`src/rtl/systolic_array_ctrl.sv`:
```
// Weight-stationary array sequencer: wt_load pulse, diagonal activation skew, column deskew; result latency ARR_LAT+COLS+1.
// Activations use valid/ready; results carry no backpressure. SYSTOLIC_ARRAY_CTRL_PERF_EN adds perf_cycles/perf_stalls.
module systolic_array_ctrl #(
  parameter int DATA_WIDTH   = 32,
  parameter int ROWS         = 4,
  parameter int COLS         = 4,
  parameter int ARR_LAT      = 4,
  parameter int WLOAD_CYCLES = 1,
  parameter int CNT_W        = 16
) (
  input  logic                                clk,
  input  logic                                rst,
  input  logic                                start,
  input  logic [CNT_W-1:0]                    num_vec,
  output logic                                busy,
  output logic                                done,
  input  logic                                act_valid,
  output logic                                act_ready,
  input  logic [ROWS-1:0][DATA_WIDTH-1:0]     act_data,
  output logic                                wt_load,
  output logic [ROWS-1:0][DATA_WIDTH-1:0]     arr_in,
  input  logic [COLS-1:0][2*DATA_WIDTH-1:0]   arr_out,
  output logic                                res_valid,
  output logic [COLS-1:0][2*DATA_WIDTH-1:0]   res_data
`ifdef SYSTOLIC_ARRAY_CTRL_PERF_EN
  ,
  output logic [31:0]                         perf_cycles,
  output logic [31:0]                         perf_stalls
`endif
);
  localparam int LAT  = ARR_LAT + COLS + 1;
  localparam int WL_W = 4;

  typedef enum logic [2:0] {IDLE, LOAD_W, STREAM, DRAIN, FIN} state_t;

  state_t           state_q, state_d;
  logic [CNT_W-1:0] num_q, num_d;
  logic [CNT_W-1:0] acc_q, acc_d;
  logic [WL_W-1:0]  wl_q, wl_d;
  logic [LAT-1:0]   vpipe_q, vpipe_d;
  logic             xfer;

  always_comb begin
    state_d   = state_q;
    num_d     = num_q;
    acc_d     = acc_q;
    wl_d      = wl_q;
    busy      = (state_q != IDLE);
    done      = 1'b0;
    wt_load   = 1'b0;
    act_ready = 1'b0;
    case (state_q)
      IDLE: begin
        if (start) begin
          num_d   = num_vec;
          acc_d   = '0;
          wl_d    = '0;
          state_d = LOAD_W;
        end
      end
      LOAD_W: begin
        wt_load = 1'b1;
        wl_d    = wl_q + 1'b1;
        if (wl_q == WL_W'(WLOAD_CYCLES - 1)) state_d = (num_q == '0) ? FIN : STREAM;
      end
      STREAM: begin
        act_ready = (acc_q < num_q);
        if (act_valid && act_ready) begin
          acc_d = acc_q + 1'b1;
          if (acc_d == num_q) state_d = DRAIN;
        end
      end
      // The output stage may still hold the final result; everything upstream must be empty.
      DRAIN: if (vpipe_q[LAT-2:0] == '0) state_d = FIN;
      FIN: begin
        done    = 1'b1;
        state_d = IDLE;
      end
      default: state_d = IDLE;
    endcase
  end

  assign xfer      = act_valid & act_ready;
  assign vpipe_d   = {vpipe_q[LAT-2:0], xfer};
  assign res_valid = vpipe_q[LAT-1];

  always_ff @(posedge clk) begin
    if (rst) begin
      state_q <= IDLE;
      num_q   <= '0;
      acc_q   <= '0;
      wl_q    <= '0;
      vpipe_q <= '0;
    end else begin
      state_q <= state_d;
      num_q   <= num_d;
      acc_q   <= acc_d;
      wl_q    <= wl_d;
      vpipe_q <= vpipe_d;
    end
  end

  // Lane r is delayed r+1 cycles; idle cycles inject zeros so bubbles stay inert in the array.
  for (genvar r = 0; r < ROWS; r++) begin : g_skew
    logic [DATA_WIDTH-1:0] sk_q [r+1];
    logic [DATA_WIDTH-1:0] sk_d [r+1];
    always_comb begin
      sk_d[0] = xfer ? act_data[r] : '0;
      for (int k = 1; k <= r; k++) sk_d[k] = sk_q[k-1];
    end
    always_ff @(posedge clk) begin
      for (int k = 0; k <= r; k++) sk_q[k] <= rst ? '0 : sk_d[k];
    end
    assign arr_in[r] = sk_q[r];
  end

  // Column t arrives t cycles after column 0, so it needs COLS-1-t delays plus the output register.
  for (genvar t = 0; t < COLS; t++) begin : g_deskew
    localparam int D = COLS - t;
    logic [2*DATA_WIDTH-1:0] dk_q [D];
    logic [2*DATA_WIDTH-1:0] dk_d [D];
    always_comb begin
      dk_d[0] = arr_out[t];
      for (int k = 1; k < D; k++) dk_d[k] = dk_q[k-1];
    end
    always_ff @(posedge clk) begin
      for (int k = 0; k < D; k++) dk_q[k] <= rst ? '0 : dk_d[k];
    end
    assign res_data[t] = dk_q[D-1];
  end

`ifdef SYSTOLIC_ARRAY_CTRL_PERF_EN
  logic [31:0] pcyc_q, pcyc_d, pstl_q, pstl_d;

  always_comb begin
    pcyc_d = pcyc_q;
    pstl_d = pstl_q;
    if (state_q == IDLE) begin
      if (start) begin
        pcyc_d = '0;
        pstl_d = '0;
      end
    end else begin
      if (pcyc_q != '1) pcyc_d = pcyc_q + 32'd1;
      if (act_ready && !act_valid && pstl_q != '1) pstl_d = pstl_q + 32'd1;
    end
  end

  always_ff @(posedge clk) begin
    if (rst) begin
      pcyc_q <= '0;
      pstl_q <= '0;
    end else begin
      pcyc_q <= pcyc_d;
      pstl_q <= pstl_d;
    end
  end

  assign perf_cycles = pcyc_q;
  assign perf_stalls = pstl_q;
`endif

endmodule

```
`config.mk`:
```
export PLATFORM = sky130hd
export DESIGN_NAME = systolic_array_ctrl
export DESIGN_NICKNAME = d
export VERILOG_FILES = /design/src/rtl/systolic_array_ctrl.sv
export SDC_FILE = /design/constraint.sdc
export NUM_CORES = 1
export LEC_CHECK = 0
export ABC_AREA = 1
export CAP_MARGIN = 10
export CORE_AREA = 2 2 304 306
export CTS_CLUSTER_DIAMETER = 120
export DETAILED_ROUTE_END_ITERATION = 8
export DIE_AREA = 0 0 306 308
export PLACE_DENSITY = 0.64
export SLEW_MARGIN = 5
export SYNTH_ARGS = -nofsm -noshare
export SYNTH_HDL_FRONTEND = slang
export SYNTH_SLANG_ARGS = --single-unit
export TNS_END_PERCENT = 50
```
`constraint.sdc`:
```
create_clock -name clk -period 2.2 [get_ports clk]
set_input_delay 0.66 -clock clk [delete_from_list [all_inputs] [get_ports clk]]
set_output_delay 0.66 -clock clk [all_outputs]
set_load 0.005 [all_outputs]
```
==> results.txt, run 1 <==
Post-synth design cell area - 0.0299 sq mm
Hold bufs inserted after CTS - 0
Gate Count Post-Synth - 3426
CTS tree - built
Area of the multi-input gates - 0.00624 sq mm
Leakage - 24.1 nW
Nets - 4749
IO buf count - 792
Ports - 793
Drt drc - 0
Longest Clk Path Bufs - 3
Total number of vias - 21600
Pre-CTS setup slack - -362 ps
Initial Utilization - 0.328
Top sig layer - met5
Setup TNS - -5410 ps
Final setup vio count - 120
Final Instance Area - 0.0452 sq mm
Synth cell types - 30
Area Growth Syn to Fin - 51.3%
Dpl hpwl - 57900 microns
Drt wl/cell - 14.6 microns
DRT Pass-1 Iters - 5
Vias in the first global route - 20300
Kind of critical path - reg2out
Routed Antenna Nets - 0
Die height - 308 microns
CTS Sinks - 1008
Reg clk slew, reported paths - 60 ps
# rows - 111
Status - finished with violations
CP Launch Point - num_q[9]
Gr ovfl total - 0
CTS root buffer - clkbuf_16
Max-Cap Viols - 0
Total power draw - 41.6 mW
DRT met1 WL - 33300 microns
Slew headroom - 0.574
FF/Latch Area - 0.0202 sq mm
Worst Tran Pin Value - 639 ps
Clock Latency Late Sink - 670 ps
Total CTS buffers - 101
Slew Viols, Final - 0
First-pass GRT wire length - 117000 microns
GRT Total Usage - 0.163
R2R setup slack - -90 ps
Period utilisation layout - 1.24
Initial antenna violation count - 12
Metal3 WL - 5180 microns
Filler cell count - 8353
WL met2 - 40600 microns
Die area - 0.0942 sq mm
FMAX - 367 MHz
Via density - 3.85
Failing checks - setup timing
Worst clock skew - 20.6 ps
Worst setup SP type - flip-flop
Element type at the critical path end - primary output
Flop and latch count out of synthesis - 1008
Worst VDD drop - 0.640 mV
Dpl cell area - 0.0395 sq mm
Hold crit path type - in2reg
CTS H-tree lvls - 3
Tmin final - 2730 ps
Worst EP required - 1540 ps
Largest net degree at the start of global routing - 124
Sequential area share after synthesis - 0.675
Core Box Area - 0.0910 sq mm
Drt total wl - 81800 microns
Power Density - 919 mW/mm^2
CP max FO - 2
GP Congestion - 0.870
Syn_nets - 3849
Final Hold Viols - 0
Starting DRT DRC Count - 1092
Worst r2r src - num_q[9]
Hold wc startpoint - rst
Unrepaired setup endpoints after global routing - yes
Chip Width - 306 microns
Ys Warns - 0
Final worst slack - -526 ps
Share of cells above drive strength 1 - 0.114
Crit path DAT - 2070 ps
Avg Synthesized Cell Area - 8.72 sq um
-- stage by stage --
| step | utilization | std cells | hold WS (ps) |
|---|---|---|---|
| 2_1_floorplan | - | 3426 | 388 |
| 3_3_place_gp | 0.434 | 5367 | 388 |
| 6_report | 0.497 | 5592 | 329 |
| 3_5_place_dp | 0.434 | 5367 | 392 |
| 4_1_cts | 0.479 | 5564 | 274 |
| 5_1_grt | 0.497 | 5590 | 316 |
-- where the power goes --
part | total [mW] | internal (mW) | switching [mW]
logic | 5.30 | 2.64 | 2.65
registers | 19.4 | 19.1 | 0.327
clock network | 16.9 | 9.77 | 7.08
total | 41.6 | 31.5 | 10.1
-- kinds of logic after synthesis --
logic type,Yosys count,synth area share
simple gates,1177,0.155
buf+inv,1135,0.146
flops,1008,0.675
compound gates,84,0.0143
fa+ha+maj,19,0.00796
xor+xnor,3,0.00138
-- registers in the layout (all words and copies together), names as in the netlist --
signal         cells
acc_q             16
g_deskew.dk_q    640
g_skew.sk_q      320
num_q             16
state_q            3
vpipe_q            9
wl_q               4
-- synth_stat cells (all sizes together) --
cell | n | area, sq um
xor3 | 1 | 23.8
clkbuf | 96 | 360
and2 | 1 | 6.26
a211oi | 1 | 7.51
nor4 | 1 | 6.26
nand4 | 15 | 93.8
xor2 | 1 | 8.76
nor3 | 3 | 15.0
buf | 21 | 183
o21a | 1 | 7.51
ha | 19 | 238
o21bai | 1 | 7.51
xnor2 | 1 | 8.76
nor2 | 1013 | 3870
a21oi | 45 | 225
nand3 | 51 | 260
dfxtp | 1008 | 20200
nand2 | 93 | 369
inv | 1018 | 3820
o21ai | 36 | 180
-- layer usage --
metal  vias up  GRT usage
li1      11300          -
met1      9587      0.190
met2       523      0.281
met3       156     0.0445
met4         6     0.0699
met5         -          0
-- timing repair --
action                     CTS  global route
cloned                       9            13
setup buffers               25            13
setup endpoints to repair  420           410
gates resized for setup    194           442
pin swaps                   26            17
-- layout make-up --
class                           count  area share
Clock buffer                      134      0.0620
Clock inverter                     42      0.0102
Timing Repair Buffer              912       0.223
Antenna cell                        7    0.000387
Inverter                         1018      0.0849
Tap cell                         1186      0.0328
Timing Repair inverter              2     0.00102
Multi-Input combinational cell   1283       0.138
Sequential cell                  1008       0.448
-- layout by cell type (no fill, tap or decap), types with 6 or more instances in the layout --
cell type / netlist / final
a21oi_1: 45 / 35
a21oi_2: 0 / 9
buf_12: 0 / 17
buf_16: 0 / 10
buf_4: 1 / 74
bufinv_16: 0 / 7
clkbuf_1: 96 / 19
clkbuf_16: 0 / 112
clkbuf_8: 0 / 13
clkdlybuf4s50_1: 0 / 505
clkinv_2: 0 / 23
dfxtp_1: 1008 / 972
dfxtp_2: 0 / 30
dfxtp_4: 0 / 6
diode_2: 0 / 7
dlygate4sd2_1: 0 / 23
dlymetal6s2s_1: 0 / 260
ha_1: 19 / 7
ha_4: 0 / 12
inv_1: 1015 / 1005
inv_2: 3 / 10
nand2_1: 87 / 77
nand2_2: 5 / 12
nand3_1: 50 / 47
nand4_1: 15 / 15
nor2_1: 1000 / 893
nor2_2: 7 / 43
nor2_4: 5 / 76
o21ai_0: 36 / 21
o21ai_1: 0 / 9
o21ai_2: 0 / 6
-- critical path, stage by stage (launching register included) --
cell and delay, ps:
dfxtp_2 340, inv_2 50, ha_4 220, a21oi_4 160
o21a_1 140, nor2_1 40, nor2_1 120, nand2_2 110
nor2_4 110, buf_2 120
-- worst paths after layout --
path                                                 to  depth (start not counted)
worst max-delay path                          act_ready                          9
worst min-delay path            g_deskew[3].dk_q[0][63]                          2
worst max register to register    g_skew[3].sk_q[0][18]                         16
worst min register to register  g_deskew[0].dk_q[3][63]                          2
(Power assumes the default switching activity.)
==> run 2: changes to the inputs <==
--- a/config.mk
+++ b/config.mk
@@ -7,11 +7,11 @@
 export LEC_CHECK = 0
 export ABC_AREA = 1
 export CAP_MARGIN = 10
-export CORE_AREA = 2 2 304 306
+export CORE_AREA = 2 2 306 308
 export CTS_CLUSTER_DIAMETER = 120
 export DETAILED_ROUTE_END_ITERATION = 8
-export DIE_AREA = 0 0 306 308
-export PLACE_DENSITY = 0.64
+export DIE_AREA = 0 0 308 310
+export PLACE_DENSITY = 0.63
 export SLEW_MARGIN = 5
 export SYNTH_ARGS = -nofsm -noshare
 export SYNTH_HDL_FRONTEND = slang
==> constraint.sdc (replaced) <==
create_clock -name clk -period 2.6 [get_ports clk]
set_input_delay 0.78 -clock clk [delete_from_list [all_inputs] [get_ports clk]]
set_output_delay 0.78 -clock clk [all_outputs]
set_load 0.005 [all_outputs]
==> run 2 against run 1 <==
Effect of this change:
- the run still ends with setup timing left
- critical path type unchanged
- count of clock-buffer cells in the layout up 18
- non-clock buffer count shrank 41
- combinational power down 27%
- largest cell class unchanged
==> results.txt, run 2 (synthesized netlist as in run 1, its figures left out) <==
Top reg by flops - g_deskew.dk_q
Initial Utilization - 0.323
Worst EP required - 1820 ps
CTS tree - built
Metal3 WL - 5220 microns
Dpl cell area - 0.0395 sq mm
Largest net degree at the start of global routing - 77
Final setup vio count - 1
CTS Sinks - 1008
Worst Tran Pin Value - 489 ps
CTS root buffer - clkbuf_16
Reg clk slew, reported paths - 60 ps
Tmin final - 2820 ps
Die area - 0.0955 sq mm
Max-Cap Viols - 0
Dpl hpwl - 56900 microns
Slew headroom - 0.674
DRT Pass-1 Iters - 7
Leakage - 19.2 nW
Chip Width - 308 microns
CP max-delay cell - dfxtp_1
Unrepaired setup endpoints after global routing - yes
Total CTS buffers - 107
Worst VDD drop - 0.599 mV
Failing checks - setup timing
Area Growth Syn to Fin - 45.3%
Nets - 4712
Via density - 3.82
Final worst slack - -224 ps
Vias in the first global route - 20200
CP max FO - 3
Die height - 310 microns
Longest Clk Path Bufs - 3
Filler cell count - 8785
Power Density - 823 mW/mm^2
Largest register FFs - 640
GP Congestion - 0.816
Final Instance Area - 0.0434 sq mm
Kind of critical path - reg2out
IO buf count - 792
Crit path DAT - 2040 ps
Ports - 793
Initial antenna violation count - 17
Setup TNS - -224 ps
Most frequent cells in the layout - 1007 x inv_1, 998 x nor2_1, 994 x dfxtp_1
Drt total wl - 77200 microns
Regs by FF count - g_deskew.dk_q x640, g_skew.sk_q x320
DRT met1 WL - 31500 microns
Worst clock skew - 26.2 ps
Slowest Stage Delay on Critical Path - 330 ps
Drt drc - 0
Clock Latency Late Sink - 680 ps
Starting DRT DRC Count - 923
Total number of vias - 21300
Slew Viols, Final - 0
Core Box Area - 0.0925 sq mm
Gate power share - 0.108
Hold crit path type - reg2reg
Gr ovfl total - 0
Element type at the critical path end - primary output
Switching portion of total power - 0.239
Status - finished with violations
Worst setup SP type - flip-flop
FMAX - 354 MHz
CTS H-tree lvls - 3
Share of cells above drive strength 1 - 0.0734
Pre-CTS setup slack - -143 ps
Net switching power - 8.52 mW
Int Pwr - 27.2 mW
Final Hold Viols - 0
Routed Antenna Nets - 0
# rows - 112
Crit-path cells - inv_1 -> ha_1 -> nand4_1 -> nor3_2 -> nand2_2 -> nand2_4 -> nor2_4 -> buf_2
Drt wl/cell - 13.8 microns
GRT Total Usage - 0.156
WL met2 - 37600 microns
Buf/Inv on CP - 2
Min Hold Slack - 387 ps
Clock Power Share - 0.432
Fin util - 0.469
Reg power frac - 0.460
Commonest non-fill, non-tap cell in the layout - inv_1
CP top delay family - simple AND/OR/NAND/NOR gates
First-pass GRT wire length - 114000 microns
Period utilisation layout - 1.09
Top sig layer - met5
## run 2: per-stage QoR
step / total power [mW] / std cells
finish: 35.7 / 5585
global route: 37.4 / 5581
CTS: 36.0 / 5571
detailed placement: 20.3 / 5374
global placement: 20.3 / 5374
floorplan: 18.4 / 3426
## run 2: final timing paths
path	to	startpoint	cells past startpoint	slack (ps)
max	act_ready	num_q[12]	8	-220
max reg2reg	state_q[0]	acc_q[1]	17	400
min reg2reg	g_deskew[1].dk_q[0][96]	g_deskew[1].dk_q[0][32]	2	390
min	g_deskew[1].dk_q[0][96]	g_deskew[1].dk_q[0][32]	2	390
## run 2: tightest hold or removal path, delay by kind of cell (launching register included)
family        cells  cell delay [ps]
buf+inv           1               40
simple gates      1               30
flops             1              290
## run 2: per-layer routing
| metal | global-route usage | vias up |
|---|---|---|
| met4 | 0.0726 | 18 |
| li1 | - | 11200 |
| met2 | 0.267 | 527 |
| met3 | 0.0467 | 155 |
| met5 | 0 | - |
| met1 | 0.179 | 9409 |
## run 2: repair_timing
| item | 4_1_cts | 5_1_grt |
|---|---|---|
| setup endpoints to repair | 3 | 4 |
| resized for setup | 28 | 31 |
| pin swaps | 15 | 16 |
| hold buffers | 0 | 0 |
| hold endpoints to repair | 0 | 0 |
| buffers inserted | 1 | 2 |
## run 2: power groups by stage
stage          Sequential, mW  Combinational, mW  Clock, mW
2_1_floorplan            16.7               1.69          0
3_3_place_gp             16.7               3.57          0
5_1_grt                  16.5               4.29       16.6
6_report                 16.4               3.85       15.4
3_5_place_dp             16.7               3.59          0
4_1_cts                  16.4               3.70       15.9
## run 2: area by class of cell
type / count / area (sq um) / share of cell area
clock buffer: 152 / 3060 / 0.0705
timing repair buffer: 871 / 8700 / 0.200
multi-input combinational: 1283 / 5530 / 0.127
sequential: 1008 / 20200 / 0.465
tap: 1197 / 1500 / 0.0345
clock inverter: 44 / 567 / 0.0131
inverter: 1018 / 3820 / 0.0881
antenna: 12 / 30.0 / 0.000692
==> run 3: changes to the inputs <==
--- a/config.mk
+++ b/config.mk
@@ -11,6 +11,7 @@
 export CTS_CLUSTER_DIAMETER = 120
 export DETAILED_ROUTE_END_ITERATION = 8
 export DIE_AREA = 0 0 308 310
+export GPL_ROUTABILITY_DRIVEN = 0
 export PLACE_DENSITY = 0.63
 export SLEW_MARGIN = 5
 export SYNTH_ARGS = -nofsm -noshare
==> run 3 against run 2 <==
Effect of this change:
- the flow still finishes with violations (setup timing)
- maximum frequency is 0.31% higher
- register-to-register slack hardly changed
- sequential power hardly changed
- clock power hardly changed
- sequential share of layout area is 0.17 points higher
==> results.txt, run 3 (synthesized netlist as in run 1, its figures left out) <==
Die height - 310 microns
Min Hold Slack - 385 ps
CTS H-tree lvls - 3
Crit path DAT - 2040 ps
Pre-CTS setup slack - -104 ps
Area Growth Syn to Fin - 44.8%
CTS root buffer - clkbuf_16
CTS Sinks - 1008
Setup TNS - -215 ps
Longest Clk Path Bufs - 3
Regs by FF count - g_deskew.dk_q x640, g_skew.sk_q x320
Hold crit path type - reg2reg
Largest register FFs - 640
CP max FO - 2
Total CTS buffers - 105
Reg clk slew, reported paths - 60 ps
Filler cell count - 8839
Worst setup SP type - flip-flop
Number of non-filler instances in the completed layout - 5556
Dpl cell area - 0.0394 sq mm
Final worst slack - -215 ps
Dpl hpwl - 55700 microns
Power Density - 823 mW/mm^2
Unrepaired setup endpoints after global routing - yes
Most frequent cells in the layout - 1003 x inv_1, 999 x nor2_1, 987 x dfxtp_1
Chip Width - 308 microns
Initial Utilization - 0.323
Drt total wl - 76000 microns
Final Hold Viols - 0
Placed insts - 5359
Total power draw - 35.6 mW
IO buf count - 792
Drt wl/cell - 13.7 microns
Failing checks - setup timing
CTS tree - built
Total number of vias - 21200
Final Instance Area - 0.0433 sq mm
Final setup vio count - 1
Max-Cap Viols - 0
Via density - 3.82
Drt drc - 0
Commonest non-fill, non-tap cell in the layout - inv_1
Worst clock skew - 26.5 ps
Core Box Area - 0.0925 sq mm
# rows - 112
Initial antenna violation count - 13
Nets - 4693
Clock Latency Late Sink - 680 ps
Worst EP required - 1820 ps
Fin util - 0.468
FF/Latch Area - 0.0202 sq mm
Status - finished with violations
Worst Tran Pin Value - 566 ps
Starting DRT DRC Count - 1185
Share of cells above drive strength 1 - 0.0744
Routed Antenna Nets - 0
Tmin final - 2820 ps
Leakage - 19.1 nW
Ports - 793
Vias in the first global route - 20100
First-pass GRT wire length - 113000 microns
Area of the multi-input gates - 0.00554 sq mm
Element type at the critical path end - primary output
DRT Pass-1 Iters - 6
Slew headroom - 0.619
Worst VDD drop - 0.585 mV
GRT Total Usage - 0.153
Kind of critical path - reg2out
Die area - 0.0955 sq mm
Top reg by flops - g_deskew.dk_q
FMAX - 355 MHz
Slew Viols, Final - 0
Period utilisation layout - 1.08
Largest net degree at the start of global routing - 120
Hold bufs inserted after CTS - 0
Gr ovfl total - 0
[run 3: critical path, stage by stage (launching register included)]
cell	delay, ps
dfxtp_1	330
inv_1	60
ha_1	310
nand4_1	170
nor2_1	70
nor2_1	130
nand2_2	100
nor2_4	100
buf_2	120
[run 3: final timing paths]
path              slack (ps)                    to                 start  cells past startpoint
hold / removal           380  g_skew[3].sk_q[1][1]  g_skew[3].sk_q[0][1]                      2
setup / recovery        -220             act_ready             num_q[14]                      8
setup reg to reg         400  g_skew[1].sk_q[0][0]             num_q[10]                     14
hold reg to reg          380  g_skew[3].sk_q[1][1]  g_skew[3].sk_q[0][1]                      2
[run 3: repair_timing]
action,in CTS,in global routing
setup buffers,1,0
gates resized for setup,59,13
endpoints found under the setup margin,4,2
pin swaps,23,4
[run 3: power by group]
group	internal (mW)	switching, mW	leakage, nW	total [mW]
combinational	1.86	1.88	9.09	3.74
clock	9.18	6.24	1.81	15.4
sequential	16.2	0.289	8.25	16.5
[run 3: cell type report]
class | instances | share of cell area
antenna | 3 | 0.000174
clock buffer | 140 | 0.0689
clock inverter | 53 | 0.0154
inverter | 1018 | 0.0884
multi-input combinational | 1283 | 0.128
sequential | 1008 | 0.467
tap | 1197 | 0.0346
timing repair buffer | 854 | 0.197
[run 3: metal layers]
metal  vias to the layer above  share of wire  GRT usage
met1                      9390           0.40      0.172
met2                       539           0.50      0.273
met3                       134          0.070     0.0444
met4                        18          0.030     0.0619
met5                         -         0.0014          0
li1                      11200              -          -
